--- config.mk ---
export PLATFORM = sky130hd
export DESIGN_NAME = ram_lsu_master
export DESIGN_NICKNAME = d
export VERILOG_FILES = /design/src/rtl/ram_lsu_master.sv
export SDC_FILE = /design/constraint.sdc
export NUM_CORES = 1
export LEC_CHECK = 0
export CELL_PAD_IN_SITES_DETAIL_PLACEMENT = 1
export CELL_PAD_IN_SITES_GLOBAL_PLACEMENT = 2
export CORE_ASPECT_RATIO = 1.25
export CORE_MARGIN = 3
export CORE_UTILIZATION = 25
export DETAILED_ROUTE_END_ITERATION = 8
export HOLD_SLACK_MARGIN = 0.03
export PLACE_DENSITY = 0.85
export SKIP_LAST_GASP = 1
export SYNTH_ARGS = -nofsm -noshare
export SYNTH_HDL_FRONTEND = slang
export SYNTH_SLANG_ARGS = --single-unit
--- constraint.sdc ---
create_clock -name clk -period 1.83 [get_ports clk]
set_clock_uncertainty 0.05 [all_clocks]
set_input_delay 0.183 -clock clk [delete_from_list [all_inputs] [get_ports clk]]
set_output_delay 0.183 -clock clk [all_outputs]
set_load 0.05 [all_outputs]
--- src/rtl/ram_lsu_master.sv ---
// Load/store unit driving a word-addressed, byte-enabled RAM port; optional misaligned split via LSU_SPLIT_EN.
// Latency accept->rsp_valid: store 2, load 3, fault 1 (split: store 3, load 4); all mem_* outputs are registered.
// Backpressure: req_ready only in IDLE (one request in flight); rsp_valid is a one-cycle pulse with no backpressure.
module ram_lsu_master #(
    parameter int ADDR_W = 32
) (
    input  logic              clk,
    input  logic              rst_n,
    input  logic              req_valid,
    output logic              req_ready,
    input  logic              req_we,
    input  logic [1:0]        req_size,
    input  logic              req_signed,
    input  logic [ADDR_W-1:0] req_addr,
    input  logic [31:0]       req_wdata,
    output logic              rsp_valid,
    output logic [31:0]       rsp_rdata,
    output logic              rsp_fault,
    output logic              mem_wren,
    output logic [ADDR_W-3:0] mem_address,
    output logic [31:0]       mem_data,
    output logic [3:0]        mem_byteena,
    input  logic [31:0]       mem_q
);

    localparam int WA = ADDR_W - 2;

    typedef enum logic [2:0] {S_IDLE, S_ISSUE, S_ISSUE2, S_DATA, S_RESP} state_t;

    state_t state_q, state_d;

    logic        accept, misal, fault_in;
    logic [3:0]  size_mask;
    logic [31:0] lo_dat;
    logic [3:0]  lo_be;

    // request fields captured at accept
    logic        we_q, sgn_q;
    logic [1:0]  size_q, off_q;

    logic [31:0] lanes, result;

    // next values of the registered outputs
    logic          wren_d, valid_d, fault_d, ready_d;
    logic [WA-1:0] addr_d;
    logic [31:0]   dat_d, rdata_d;
    logic [3:0]    be_d;

    assign accept = req_valid & req_ready;

    // classify the incoming request and build its unshifted lane mask
    always_comb begin
        misal = ((req_size == 2'd1) && req_addr[0]) ||
                ((req_size == 2'd2) && (req_addr[1:0] != 2'b00));
        case (req_size)
            2'd0:    size_mask = 4'b0001;
            2'd1:    size_mask = 4'b0011;
            default: size_mask = 4'b1111;
        endcase
    end

`ifdef LSU_SPLIT_EN
    // 64-bit lane view: low half goes to word A, high half to word A+1
    logic [63:0] wide_dat;
    logic [7:0]  wide_be;
    logic        split_q;
    logic [31:0] hi_dat_q, lo_q;
    logic [3:0]  hi_be_q;

    assign wide_dat = {32'd0, req_wdata} << {req_addr[1:0], 3'b000};
    assign wide_be  = {4'd0, size_mask} << req_addr[1:0];
    assign lo_dat   = wide_dat[31:0];
    assign lo_be    = wide_be[3:0];
    assign fault_in = (req_size == 2'd3);

    // hold the second-word lanes and the first-word read data for the split access
    always_ff @(posedge clk or negedge rst_n) begin
        if (!rst_n) begin
            split_q  <= 1'b0;
            hi_dat_q <= '0;
            hi_be_q  <= '0;
            lo_q     <= '0;
        end else begin
            if (accept) begin
                split_q  <= misal;
                hi_dat_q <= wide_dat[63:32];
                hi_be_q  <= wide_be[7:4];
            end
            if (state_q == S_ISSUE2)
                lo_q <= mem_q;
        end
    end

    assign lanes = split_q ? 32'({mem_q, lo_q} >> {off_q, 3'b000})
                           : (mem_q >> {off_q, 3'b000});
`else
    assign lo_dat   = req_wdata << {req_addr[1:0], 3'b000};
    assign lo_be    = size_mask << req_addr[1:0];
    assign fault_in = (req_size == 2'd3) | misal;
    assign lanes    = mem_q >> {off_q, 3'b000};
`endif

    // truncate the right-justified read data to the access size and extend
    always_comb begin
        case (size_q)
            2'd0:    result = {{24{sgn_q & lanes[7]}}, lanes[7:0]};
            2'd1:    result = {{16{sgn_q & lanes[15]}}, lanes[15:0]};
            default: result = lanes;
        endcase
    end

    // capture the request so later req_* changes are ignored
    always_ff @(posedge clk or negedge rst_n) begin
        if (!rst_n) begin
            we_q   <= 1'b0;
            sgn_q  <= 1'b0;
            size_q <= 2'd0;
            off_q  <= 2'd0;
        end else if (accept) begin
            we_q   <= req_we;
            sgn_q  <= req_signed;
            size_q <= req_size;
            off_q  <= req_addr[1:0];
        end
    end

    // state register
    always_ff @(posedge clk or negedge rst_n) begin
        if (!rst_n) state_q <= S_IDLE;
        else        state_q <= state_d;
    end

    // next-state logic
    always_comb begin
        state_d = state_q;
        case (state_q)
            S_IDLE: if (accept) state_d = fault_in ? S_RESP : S_ISSUE;
            S_ISSUE: begin
                state_d = we_q ? S_RESP : S_DATA;
`ifdef LSU_SPLIT_EN
                if (split_q) state_d = S_ISSUE2;
`endif
            end
`ifdef LSU_SPLIT_EN
            S_ISSUE2: state_d = we_q ? S_RESP : S_DATA;
`endif
            S_DATA:  state_d = S_RESP;
            S_RESP:  state_d = S_IDLE;
            default: state_d = S_IDLE;
        endcase
    end

    // next values for the registered RAM-side and response outputs
    always_comb begin
        wren_d  = 1'b0;
        addr_d  = mem_address;
        dat_d   = mem_data;
        be_d    = mem_byteena;
        fault_d = 1'b0;
        rdata_d = '0;
        valid_d = (state_d == S_RESP);
        ready_d = (state_d == S_IDLE);
        case (state_q)
            S_IDLE: begin
                if (accept) begin
                    if (fault_in) begin
                        fault_d = 1'b1;
                    end else begin
                        wren_d = req_we;
                        addr_d = req_addr[ADDR_W-1:2];
                        dat_d  = lo_dat;
                        be_d   = lo_be;
                    end
                end
            end
`ifdef LSU_SPLIT_EN
            S_ISSUE: begin
                if (split_q) begin
                    wren_d = we_q;
                    addr_d = mem_address + WA'(1);
                    dat_d  = hi_dat_q;
                    be_d   = hi_be_q;
                end
            end
`endif
            S_DATA:  rdata_d = result;
            default: ;
        endcase
    end

    // output registers
    always_ff @(posedge clk or negedge rst_n) begin
        if (!rst_n) begin
            req_ready   <= 1'b0;
            rsp_valid   <= 1'b0;
            rsp_rdata   <= '0;
            rsp_fault   <= 1'b0;
            mem_wren    <= 1'b0;
            mem_address <= '0;
            mem_data    <= '0;
            mem_byteena <= '0;
        end else begin
            req_ready   <= ready_d;
            rsp_valid   <= valid_d;
            rsp_rdata   <= rdata_d;
            rsp_fault   <= fault_d;
            mem_wren    <= wren_d;
            mem_address <= addr_d;
            mem_data    <= dat_d;
            mem_byteena <= be_d;
        end
    end

endmodule

---- Word level (Yosys, flattened, before mapping) ----
Cells that the tools add are included.
word-level totals
  flip-flop bits (word level) ............. 111
  latch bits .............................. 0
  memory bits (writable) .................. 0
  bits in read-only memories .............. 0
  input port bits ......................... 103
  output and inout bits ................... 102
  word-level logic and storage cells ...... 50
  memories kept ........................... 0
cells by class
  add/subtract/negate cells ............... 0
  multiply operators ...................... 0
  divide/modulo/power cells ............... 0
  $lt $le $gt $ge ......................... 0
  eq/ne operators ......................... 7
  shift operators ......................... 3
  mux-type cells .......................... 13
  bitwise operators ....................... 5
  reductions and logical operators ........ 9
operator list
  operator                                        count
  one-hot mux 32 bit (2 select lines)             1
  two-way mux 32 bit                              1
  left shift 32 x 5 -> 32 bit                     1
  right shift 32 x 5 -> 32 bit                    1
  two-way mux 3 bit                               3
  one-hot mux 3 bit (3 select lines)              1
  one-hot mux 4 bit (2 select lines)              1
  logical NOT 3 bit                               2
  two-way mux 1 bit                               6
  == test 2 x 1 -> 1 bit (second input constant)  2
  == test 2 bit (second input constant)           2
  logical NOT 2 bit                               2
  left shift 4 x 2 -> 4 bit                       1
  bitwise AND 1 bit                               3
  == test 3 x 1 -> 1 bit (second input constant)  1
  == test 3 x 2 -> 1 bit (second input constant)  1
  == test 3 bit (second input constant)           1
  AND reduction 3 bit                             1
  logical AND 1 bit                               2
  nonzero test 2 bit                              1
  logical OR 1 bit                                1
  NOT 1 bit                                       1
  OR 1 bit                                        1

---- Longest topological paths before layout ----
Gate-level depths: netlist (run 1).
  word-level depth ........................ 8
  depth in mapped cells ................... 6
  gate-level depth less buffers ........... 4

---- Worst setup path after synthesis (run 1) ----
No wires, ideal clock.
  path type ............................... flip-flop to flip-flop
  from .................................... register req_ready
  to ...................................... register mem_address[0]
  setup time .............................. 0.125 ns
  arrival ................................. 1.766 ns
  data required time ...................... 1.655 ns
  slack ................................... -0.112 ns
  stages on the path, launching flop included .. 7
  buffers on the path ..................... 2
  period minus slack after synthesis ...... 1.942 ns
  path through ............................ dfrtp_1 -> nand2_2 -> and2b_1 -> buf_6 -> nand2_8 -> buf_12 -> mux2_4
on the way
  longest elaborated chain between the ends .. 2
ends and longest elaborated chain
  what                                  RTL line  source
  start: declaration                    10        output logic req_ready,
  start signal: assignment              203       req_ready <= ready_d;
  bitwise AND 1 bit                     49        assign accept = req_valid & req_ready;
  AND reduction 3 bit (no source line)  n/a
  end signal: assignment                208       mem_address <= addr_d;
  end: declaration                      20        output logic [ADDR_W-3:0] mem_address,
Every way passes these cells.
A chain may end at the register's enable or synchronous reset.

---- Worst setup path after layout (run 1) ----
  from .................................... register mem_address[11]
  to ...................................... output port mem_address[11]
No word-level cell between the ends.

==> impl_metrics.toml, run 1 <==
[routing]
drt-initial-drc-count = 111
drc = 0
vias = 4254
wl_per_cell_um = 17.8
detail-route-antenna-nets = 0
wirelength_mm = 16.9
vias_per_cell = 4.49
drtPass1Iterations = 4

[yosys]
synth.net_count = 543
synth-simple-area-share = 0.101
synth_flop_cell = "dfrtp_1"
yosysTopAreaCellShare = 0.518
postSynthAreaPerCell_um2 = 12.2
netlist_area_mm2 = 0.00537
ys_seq_elements = 111
synth-async-reset-ratio = 1.00
synthAdderAreaFrac = 0
synthTopCellsByArea = "dfrtp_1 52%, mux2_4 14%, mux2i_1 7.6%, nand2_1 3.7%, a211oi_1 3.4%"
synth_top_family_by_area = "multiplexers"
synth-xor-area-share = 0.00326
synth_cell_types = 43
yosysTopAreaCell = "dfrtp_1"
synth-edff-count = 0
synthCells = 440
synth_warnings = 0
synth_compound_area_frac = 0.0758
synth-seq-area-share = 0.518
synthMuxAreaShare = 0.253

[global_routing]
grt_pass1_wl_mm = 26.2
grt_antenna_before_repair = 0
grt_max_degree = 43
grt_usage = 0.144
grt_pass1_vias = 4698
grt.overflow.total = 0

[worst_setup_path]
crit_path_end = "mem_address[11]"
r2r_start = "state_q[1]"
worst-path-buf-inv = 1
path_depth = 1
crit_type = "flip-flop to primary output"
cpMaxStageDelayCell = "clkdlybuf4s50_1"
critPathMaxStageDelay_ns = 0.83
rrSetupSlack_ns = 0.13
required_ns = 1.60
path_delay_family = "buffers and inverters"
crit_chain = "clkdlybuf4s50_1"
worstPathMaxFanout = 2
worstReg2RegEnd = "mem_address[19]"
startpoint = "mem_address[11]"
worst_ep_arrival_time_ns = 1.55
worst_r2r_path_depth = 5
crit_path_start_kind = "flip-flop"
cp-end-kind = "primary output"

[finish]
drive_gt1_frac = 0.226
utilization = 0.389
final_nets = 772
mostFrequentLayoutCells = "172 x clkdlybuf4s50_1, 110 x dfrtp_1, 55 x buf_4"
final_cells = 948
final_area_mm2 = 0.00815
layout_commonest_cell = "clkdlybuf4s50_1"
synthToLayoutAreaGrowth_pct = 51.9
diodes = 0

[sta]
setup_violations = 0
rsz0062_at_grt = "no"
hold_violations = 0
min_period_over_period = 0.973
worstMarginPinSlew_ns = 0.633
max_slew_margin = 0.577
slew_viol_final = 0
fmax_mhz = 561
whs_ns = 0.266
period_needed_ns = 1.78
setup_slack_ns = 0.0490

[pwr]
pwr-share-clk = 0.141
power_density_mw_per_mm2 = 1650
p_int_uw = 7390
p_leak_uw = 0.00390
switchingPower_uw = 6040
combPwrFrac = 0.563
peakVddDrop_uv = 1030
p_seq_frac = 0.296
switching_share = 0.450

[placement]
io_buffers = 204
gp_congestion = 0.863
dp.cells = 931
placed_area_mm2 = 0.00784
dp_hpwl_mm = 13.4
pre_cts_ws_ns = -0.193

[run]
maxCapViolations = 0

[floorplan]
die_h_um = 170
row_count = 59
core_mm2 = 0.0210
dieArea_mm2 = 0.0233
io_pins = 205
initial_utilization = 0.256
die_w_um = 137

[clock_network]
cts_made_buffers = 9
cts.sinks = 111
cts_max_level = 3
cts_tree = "done"
clock_latency_ns = 0.35
cts_setup_buffers = 0
cts-root-buf = "clkbuf_16"
cts.clk_slew.worst_paths_ns = 0.08
clockBufferDepth = 2

[run_status]
status = "completed"

[hold_path]
min_path_type = "input port to async pin"
## layout make-up
cell class / instances / area (um^2)
clock buffer: 10 / 239
multi-input combinational: 290 / 2320
timing repair buffer: 245 / 2380
sequential: 111 / 2780
inverter: 12 / 45.0
clock inverter: 6 / 43.8
tap: 274 / 343
fill: 2274 / 12800
## cell usage after synthesis (5+ instances only)
master,number
clkbuf_1,8
mux2_2,16
inv_1,12
nand2_1,53
mux2i_1,41
nor2b_1,11
dfrtp_1,111
nor2_1,37
mux2_4,51
buf_2,9
a211oi_1,24
buf_12,5
a21oi_1,10
o21ai_0,15
## flip-flops by register name, indices dropped and copies added, names as in the netlist
register	flops
req_ready	1
off_q	2
rsp_valid	1
rsp_fault	1
mem_byteena	4
mem_data	32
size_q	2
we_q	1
mem_wren	1
rsp_rdata	32
sgn_q	1
mem_address	30
state_q	3
## routing by layer
metal  global-route usage  vias up  part of all wire
met5                    0        -                 0
met4               0.0447        0             0.018
met3               0.0308       19             0.057
met2                0.257      148              0.52
met1                0.171     2112              0.41
li1                     -     1975                 -
## logic make-up after synthesis
logic type / after synthesis
AO/OA/AOI/OAI: 62
XOR/XNOR: 2
buffers and inverters: 39
flip-flops: 111
multiplexers: 108
AND/OR/NAND/NOR: 118
## power groups by stage
stage	clock network, uW	logic (uW)	registers (uW)
floorplan	0	2460	6570
CTS	1960	7670	4000
finish	1900	7550	3970
global route	2060	7930	4090
global placement	0	7510	3990
detailed placement	0	7670	4010
## worst min-delay path by stage
stage / from / end / slack, ns
final: rst_n / rsp_fault / 0.27
after global routing: rst_n / rsp_fault / 0.29
after CTS: rst_n / rsp_fault / 0.27
after detailed placement: rst_n / rsp_rdata[20] / 0.10
after global placement: rst_n / rsp_rdata[21] / 0.10
after floorplan: rst_n / mem_address[0] / -0.16
## metrics by stage
stage               TNS (ns)  total power [uW]
finish                     0             13400
detailed placement     -8.97             11700
floorplan                  0              9040
global route               0             14100
CTS                        0             13600
global placement       -7.10             11500
## what timing repair did
item | in CTS | in global routing
setup endpoints to repair | 2 | 57
hold endpoints to repair | 29 | 0
gates resized for setup | 2 | 10
hold buffers | 1 | 0
pin swaps | 0 | 0
Note: power is estimated with default switching activity, not from simulation.
==> run 2: changes to the inputs <==
--- a/config.mk
+++ b/config.mk
@@ -5,6 +5,7 @@
 export SDC_FILE = /design/constraint.sdc
 export NUM_CORES = 1
 export LEC_CHECK = 0
+export CAP_MARGIN = 20
 export CELL_PAD_IN_SITES_DETAIL_PLACEMENT = 1
 export CELL_PAD_IN_SITES_GLOBAL_PLACEMENT = 2
 export CORE_ASPECT_RATIO = 1.25
@@ -13,6 +14,7 @@
 export DETAILED_ROUTE_END_ITERATION = 8
 export HOLD_SLACK_MARGIN = 0.03
 export PLACE_DENSITY = 0.85
+export REMOVE_ABC_BUFFERS = 1
 export SKIP_LAST_GASP = 1
 export SYNTH_ARGS = -nofsm -noshare
 export SYNTH_HDL_FRONTEND = slang
==> run 2 against run 1 <==
Via count shrank 1.2%. Largest power group unchanged. Register-to-register slack is essentially flat. Non-clock buffer count shrank 1. Sequential power is essentially flat. Largest cell class unchanged. Count of clock-buffer cells in the layout shrank 1. Cell count shrank 0.11%.
==> impl_metrics.toml, run 2 (synthesis results as in run 1) <==
[sta]
min_period_over_period = 0.972
fmax_mhz = 562
slew_viol_final = 0
whs_ns = 0.161
rsz0062_at_grt = "no"
max_slew_margin = 0.496
setup_violations = 0
hold_violations = 0
worstMarginPinSlew_ns = 0.755
period_needed_ns = 1.78

[pwr]
peakVddDrop_uv = 764
pwr-share-clk = 0.152
switchingPower_uw = 6060
power_density_mw_per_mm2 = 1670
combPwrFrac = 0.558
p_int_uw = 7600
p_seq_frac = 0.290
switching_share = 0.444
p_leak_uw = 0.00391

[clock_network]
cts_setup_buffers = 0
cts.sinks = 111
clock_latency_ns = 0.34
cts_made_buffers = 9
cts_tree = "done"
clockBufferDepth = 2
cts_max_level = 3
cts.clk_slew.worst_paths_ns = 0.08
cts-root-buf = "clkbuf_16"

[finish]
diodes = 0
reg.largest.list = "mem_data: 32 flops, rsp_rdata: 32 flops, mem_address: 30 flops"
register_area_mm2 = 0.00278
multi_input_area_mm2 = 0.00233
final_cells = 947
layout_commonest_cell = "clkdlybuf4s50_1"
nFillCells = 2298
final_nets = 771
mostFrequentLayoutCells = "180 x clkdlybuf4s50_1, 111 x dfrtp_1, 53 x nand2_1"
drive_gt1_frac = 0.211
synthToLayoutAreaGrowth_pct = 52.6

[global_routing]
grt_pass1_vias = 4805
grt_max_degree = 60
grt_usage = 0.145
grt.overflow.total = 0
grt_antenna_before_repair = 1
grt_pass1_wl_mm = 26.5

[floorplan]
die_h_um = 170
dieArea_mm2 = 0.0233
io_pins = 205
initial_utilization = 0.256
core_mm2 = 0.0210
row_count = 59
die_w_um = 137

[worst_setup_path]
crit_path_start_kind = "flip-flop"
crit_chain = "clkdlybuf4s50_1"
path_delay_family = "buffers and inverters"
cpMaxStageDelayCell = "clkdlybuf4s50_1"
worst_r2r_path_depth = 5
worst-path-buf-inv = 1
worstPathMaxFanout = 2
worst_ep_arrival_time_ns = 1.55
critPathMaxStageDelay_ns = 0.83
path_depth = 1
cp-end-kind = "primary output"
crit_type = "flip-flop to primary output"
required_ns = 1.60

[run]
maxCapViolations = 0

[routing]
wirelength_mm = 17.0
drc = 0
wl_per_cell_um = 18.0
drt-initial-drc-count = 165
vias = 4201
vias_per_cell = 4.44
drtPass1Iterations = 4
detail-route-antenna-nets = 0

[run_status]
status = "completed"

[placement]
dp_hpwl_mm = 13.2
dp.cells = 930
gp_congestion = 0.825
io_buffers = 204

[hold_path]
min_path_type = "input port to flip-flop"
min_path_cells = 2
## run 2: metrics by stage
stage	total power [uW]	TNS, ns	area, um^2	setup WS [ns]	utilization
2_1_floorplan	8800	-24.96	5150	-0.352	-
3_3_place_gp	11500	-2.63	7830	-0.0594	0.373
3_5_place_dp	11700	-3.65	7830	-0.0940	0.373
4_1_cts	13800	0	8150	0.00295	0.389
5_1_grt	14300	0	8190	0.000887	0.391
6_report	13700	0	8190	0.0504	0.391
## run 2: layout make-up
| type | count | area share |
|---|---|---|
| clock buffers | 9 | 0.0275 |
| inverters | 12 | 0.00550 |
| multi-input cells | 290 | 0.285 |
| clock inverters | 7 | 0.0102 |
| flip-flops and latches | 111 | 0.339 |
| repair buffers | 244 | 0.291 |
| well taps | 274 | 0.0419 |
## run 2: power by group through the flow
stage | sequential [uW] | combinational [uW] | clock (uW)
floorplan | 6680 | 2120 | 0
global placement | 3970 | 7510 | 0
detailed placement | 4020 | 7690 | 0
CTS | 3980 | 7700 | 2160
global route | 4080 | 7990 | 2260
finish | 3970 | 7620 | 2070
## run 2: final timing paths
kind                              start              end  slack [ns]
min in group asynchronous         rst_n  mem_address[26]        0.25
max in group asynchronous         rst_n  mem_address[21]        0.78
setup / recovery           mem_data[15]     mem_data[15]        0.05
setup reg to reg             state_q[1]   mem_address[4]        0.13
hold reg to reg                    we_q       state_q[1]        0.45
hold / removal              req_addr[1]         off_q[1]        0.16
## run 2: what timing repair did
| action | 4_1_cts | 5_1_grt |
|---|---|---|
| endpoints found under the setup margin | 0 | 23 |
| hold buffers | 1 | 0 |
| resized for setup | 0 | 17 |
| endpoints found under the hold margin | 28 | 0 |
## run 2: layer usage
metal,track usage,part of all wire
met1,0.167,0.40
met3,0.0427,0.069
met2,0.258,0.51
met4,0.0395,0.017
met5,0,0.0010
